$ cat src/rtl/register_file.sv
// Two-read, one-write register file with registered read ports; entry 0 is zero.
// Optional write-first forwarding on collisions: define REGFILE_BYPASS_EN.
module register_file #(
    parameter int WIDTH  = 32,
    parameter int DEPTH  = 32,
    parameter int ADDR_W = $clog2(DEPTH)
) (
    input  logic              clk,
    input  logic              reset_n,
    input  logic              wr_en,
    input  logic [ADDR_W-1:0] wr_addr,
    input  logic [WIDTH-1:0]  wr_data,
    input  logic              rd_en_a,
    input  logic [ADDR_W-1:0] rd_addr_a,
    output logic [WIDTH-1:0]  rd_data_a,
    output logic              rd_valid_a,
    input  logic              rd_en_b,
    input  logic [ADDR_W-1:0] rd_addr_b,
    output logic [WIDTH-1:0]  rd_data_b,
    output logic              rd_valid_b
);

    logic [WIDTH-1:0] mem [DEPTH];
    logic [WIDTH-1:0] rd_word_a;
    logic [WIDTH-1:0] rd_word_b;
    logic             wr_live;

    assign wr_live = wr_en && (wr_addr != '0);

    always_ff @(posedge clk or negedge reset_n) begin
        if (!reset_n) begin
            for (int i = 0; i < DEPTH; i++) begin
                mem[i] <= '0;
            end
        end else if (wr_live) begin
            mem[wr_addr] <= wr_data;
        end
    end

    always_comb begin
        rd_word_a = mem[rd_addr_a];
`ifdef REGFILE_BYPASS_EN
        if (wr_live && (wr_addr == rd_addr_a)) begin
            rd_word_a = wr_data;
        end
`endif
        if (rd_addr_a == '0) begin
            rd_word_a = '0;
        end
    end

    always_comb begin
        rd_word_b = mem[rd_addr_b];
`ifdef REGFILE_BYPASS_EN
        if (wr_live && (wr_addr == rd_addr_b)) begin
            rd_word_b = wr_data;
        end
`endif
        if (rd_addr_b == '0) begin
            rd_word_b = '0;
        end
    end

    always_ff @(posedge clk or negedge reset_n) begin
        if (!reset_n) begin
            rd_data_a  <= '0;
            rd_valid_a <= 1'b0;
            rd_data_b  <= '0;
            rd_valid_b <= 1'b0;
        end else begin
            rd_valid_a <= rd_en_a;
            rd_valid_b <= rd_en_b;
            if (rd_en_a) begin
                rd_data_a <= rd_word_a;
            end
            if (rd_en_b) begin
                rd_data_b <= rd_word_b;
            end
        end
    end

endmodule
$ cat config.mk
export PLATFORM = sky130hd
export DESIGN_NAME = register_file
export DESIGN_NICKNAME = d
export VERILOG_FILES = /design/src/rtl/register_file.sv
export SDC_FILE = /design/constraint.sdc
export NUM_CORES = 2
export LEC_CHECK = 0
export BUFFER_PORTS_ARGS = -buffer_cell sky130_fd_sc_hd__buf_2
export CORE_AREA = 2 2 358 360
export CTS_CLUSTER_DIAMETER = 200
export CTS_CLUSTER_SIZE = 20
export DETAILED_ROUTE_END_ITERATION = 8
export DIE_AREA = 0 0 360 362
export GPL_ROUTABILITY_DRIVEN = 1
export PLACE_DENSITY = 0.62
export SLEW_MARGIN = 40
export SYNTH_ARGS = -nofsm -noshare
export SYNTH_HDL_FRONTEND = slang
export SYNTH_SLANG_ARGS = --single-unit
$ cat constraint.sdc
create_clock -name clk -period 1.6 [get_ports clk]
set_clock_uncertainty 0.1 [all_clocks]
set_input_delay 0.24 -clock clk [delete_from_list [all_inputs] [get_ports clk]]
set_output_delay 0.24 -clock clk [all_outputs]
set_load 0.05 [all_outputs]
After elaboration in Yosys (flattened, before gate mapping):

Cells that the tools add are included.

* input bits: 52
* output and inout bits: 66
* logic and storage cells: 59
* register bits: 1090

* bitwise gates (word level): 3
* reduce and logical (&&, ||, !) cells: 5
* magnitude comparators: 4
* multiplexer cells: 11

Operators with widths (count)
* bitwise mux 1024 bit: 1
* binary-select mux 32 bit (select 5 bit): 2
* 2-to-1 mux 32 bit: 7
* demux 32 bit (select 5 bit): 1
* greater-or-equal comparator 6 bit, second input constant: 3
* inverter 5 -> 6 bit: 3
* zero test 5 bit: 2
* less-than comparator 6 x 1 -> 1 bit, second input constant: 1
* nonzero test 5 bit: 1
* logical AND 1 bit: 2

Depth between registers and ports, before layout:

* depth in word-level cells: 6
* depth in mapped cells: 9
* depth with buffers taken out: 4

Worst setup path after synthesis:

No wires, ideal clock.

* path type: input to register
* start point: in rd_addr_a[0]
* end point: reg rd_data_a[10]
* required time: 1.362 ns
* stages on the path: 6
* library setup time: 0.138 ns
* data arrival time: 1.921 ns
* path buffers: 2
* path slack: -0.559 ns
* cells stage by stage: buf_2 buf_2 mux4_2 mux2_2 a2111oi_0 a21oi_1

* cells in the longest elaborated chain, start to end: 5
* elaborated cells on any way between the ends: 6
* classes of those cells: mux (4); bitwise (1); reduce/logical (1)

Ends and longest elaborated chain
* from (decl): RTL line 14 `input logic [ADDR_W-1:0] rd_addr_a,`
* inverter 5 -> 6 bit (implied by the code): RTL line 41 `rd_word_a = mem[rd_addr_a];`
* binary-select mux 32 bit (select 5 bit): RTL line 41
* 2-to-1 mux 32 bit (implied by the code) (2 in series): RTL line 41
* 2-to-1 mux 32 bit *: RTL line 47 `if (rd_addr_a == '0) begin`
* to (signal assigned): RTL line 74 `rd_data_a <= rd_word_a;`
* to (decl): RTL line 15 `output logic [WIDTH-1:0] rd_data_a,`

Every way passes the cells marked *; elsewhere a longest branch is shown, timed or not. The select of a mux whose other input is x is not followed.
A chain may end at the register's enable or synchronous reset.

Worst setup path after layout:

* start point: reg mem[770] (netlist bit)
* end point: reg rd_data_a[2]

* cells in the longest elaborated chain, start to end: 4

Ends and longest elaborated chain
* from (decl): RTL line 23 `logic [WIDTH-1:0] mem [DEPTH];`
* from (signal, indexed assignment): RTL line 36 `mem[wr_addr] <= wr_data;`
* binary-select mux 32 bit (select 5 bit): RTL line 41
* 2-to-1 mux 32 bit (implied by the code) (2 in series): RTL line 41
* 2-to-1 mux 32 bit: RTL line 47

Every way passes these cells. The select of a mux whose other input is x is not followed.

==> reports/qor.yml <==
dpl.hpwl_um: 125400
ant_nets: 0
setup_violations: 126
synth_top_family_by_area: "multiplexers"
postSynthAreaPerCell_um2: 14.15
tightest_slew_ps: 859.7
synth_compound_area_share_pct: 4.792
rsz0062_at_grt: "true"
max-slew-margin-rel_pct: 42.57
synth_edf_count: 0
rrSetupSlack_ps: -200
ys_warn_count: 0
cts_max_level: 2
end_kind: "flip-flop"
drv_slew: 0
worstPathRequired_ps: 2090
power_leakage_uw: 0.02985
hold_viol_final: 0
coreArea_um2: 126700
cp-startpoint: "mem[770]"
crit_end: "rd_data_a[2]"
critical-path-top-delay-family: "multiplexers"
drt_iter0_drc: 3140
finalCritPeriodShare_pct: 112.6
hold_class: "in -> reg"
clock.fmax_mhz: 555.3
netlist_area_um2: 56660
irDropWorstVdd_mv: 0.8989
drtPass1Iterations: 5
r2r_cells: 4
post-place-ws_ps: -701.7
r2r-end: "rd_data_a[2]"
slowest_stage: "mux4_2"
setup_ws_ps: -200.9
worst-setup-path-type: "reg -> reg"
start_util_pct: 44.72
place.gp.congestion: 0.8520
cp_num_buf_inv: 0
ys.flop_type: "dfrtp_1"
fill_cells: 10380
async_reset_ff_share_pct: 100.0
drt-total-wl_um: 185500
final_nets: 4364
fin_cells: 5976
dieArea_um2: 130300
clk_latency_ps: 710
cp-start-kind: "flip-flop"
grt_pass1_wl_um: 272900
cp_max_fo: 3
post_synth_num_cell_types: 35
synth-seq-cells: 1090
clk_pin_slew_ps: 90
die_h_um: 362
clock-root-buffer: "clkbuf_16"
outcome: "complete, but fails checks"
violations: "setup timing"
wl_per_cell_um: 31.04
grt_pass1_vias: 38790
cts_sinks: 1090
drc: 0
p_seq_share_pct: 51.7
grt_usage_pct: 28.41
sw_frac_of_total_pct: 29.12
synth_xor_area_share_pct: 0
pwr-share-comb_pct: 25.6
maxCapViolCount: 0
r2r_start: "mem[770]"
cp_num_cells: 4
setup-tns-final_ps: -12730
areaGrowthSynthToFinish_pct: 19.85
clk_path_buf_depth: 3
p_per_area_nw_per_um2: 1040
internal_power_uw: 50040
fp-row-count: 131
cts_made_buffers: 60
die_x_um: 360
layout_min_cycle_time_ps: 1801
synthAdderAreaFrac_pct: 0
syn_inst: 4004
cp_data_arrival_time_ps: 2290
portBuffers: 117
final_core_util_pct: 53.60
muxShareOfSynthArea_pct: 40.54
grt_start_max_net_pins: 58
routed_via_density: 6.382
cts_tree: "built"
pin_count: 118
grt_overflow_total: 0
seq_area_frac_synth_pct: 48.14
dp_cells: 5878
antenna_found_initial: 14
hold-path-cell-count: 2
max_stage_delay_ps: 490
worstPathCellList: "mux4_2 -> mux2_4 -> a2111oi_4 -> a21oi_1"
vias: 38140
pwr-share-clk_pct: 22.7
syn-num-nets: 4056
drive_gt1_share_pct: 52.37
synthSimpleGateAreaFrac_pct: 3.182
whs_ps: 49.21
p_sw_uw: 20560
[metal layers]
metal	global-route usage, %	wire (um)
met1	40.27	80990
met2	44.64	85130
met3	5.395	13380
met4	8.189	5887
met5	0	93
[flip-flops by register name (all words and copies together) (netlist names)]
signal	cells
mem	1024
rd_data_a	32
rd_data_b	32
rd_valid_a	1
rd_valid_b	1
[worst min path at each step]
stage	start	endpoint	slack [ps]
final	wr_data[8]	mem[968]	50
after global placement	reset_n	mem[925]	40
after CTS	wr_data[8]	mem[968]	6
after floorplan	reset_n	mem[0]	-160
after global routing	rd_en_b	rd_data_b[30]	40
after detailed placement	reset_n	mem[925]	30
[layout make-up]
class / instances / area, um2 / area share [%]
Multi-Input combinational cell: 2475 / 29200 / 43.00
Sequential cell: 1090 / 27290 / 40.19
Timing Repair Buffer: 683 / 7784 / 11.46
Tap cell: 1662 / 2079 / 3.062
Clock buffer: 61 / 1526 / 2.248
Clock inverter: 1 / 11.26 / 0.01658
Inverter: 2 / 7.507 / 0.01105
Antenna cell: 2 / 5.005 / 0.007370
[through the flow]
stage | area [um2] | total power [uW]
global placement | 65350 | 53760
floorplan | 58270 | 48440
global route | 67910 | 73790
CTS | 67730 | 70850
detailed placement | 65380 | 54400
finish | 67910 | 70590
[logic make-up (layout without fill, tap and decap cells)]
kind of cell | Yosys count | count (layout)
multiplexers | 1758 | 1758
flip-flops | 1090 | 1090
buffers and inverters | 439 | 747
AO/OA/AOI/OAI | 382 | 382
AND/OR/NAND/NOR | 335 | 335
other | 0 | 2
[power groups by stage]
stage	Clock, uW	Combinational (uW)	Sequential [uW]
2_1_floorplan	0	12200	36200
3_3_place_gp	0	17200	36600
3_5_place_dp	0	17500	36900
4_1_cts	16400	18000	36400
5_1_grt	17300	19300	37200
6_report	16000	18100	36500
[synth_stat cells (50+ instances only)]
cell type | number | share of area (%)
mux2_2 | 1056 | 21
mux2i_1 | 378 | 6.7
nand2b_1 | 66 | 0.73
a21oi_1 | 62 | 0.55
buf_1 | 50 | 0.33
mux4_2 | 324 | 13
a2111oi_0 | 66 | 1.0
nor2_1 | 144 | 0.95
o211ai_1 | 62 | 0.82
o22ai_1 | 124 | 1.4
clkbuf_1 | 290 | 1.9
dfrtp_1 | 1090 | 48
or4_1 | 64 | 0.85
a22o_1 | 60 | 0.93
buf_2 | 64 | 0.57
[timing repair]
item / 4_1_cts / 5_1_grt
buffers inserted: 15 / 17
gates resized for setup: 181 / 12
pin swaps: 2 / 2
hold buffers: 7 / 0
setup endpoints to repair: 130 / 130
hold endpoints to repair: 1155 / 0
[layout by cell type (no fill, tap or decap), types with 60 or more instances in the layout]
master	synthesis	final
clkbuf_16	0	61
buf_6	12	63
o22ai_1	124	123
nand2b_1	66	66
mux2_2	1056	994
buf_12	0	193
a22o_1	60	60
mux2i_1	378	378
a2111oi_4	0	63
buf_4	21	365
o211ai_1	62	62
dfrtp_1	1090	1076
nor2_1	144	128
mux2_4	0	62
or4_1	64	62
mux4_2	324	324
No activity file was read; power rests on OpenSTA's default activity.
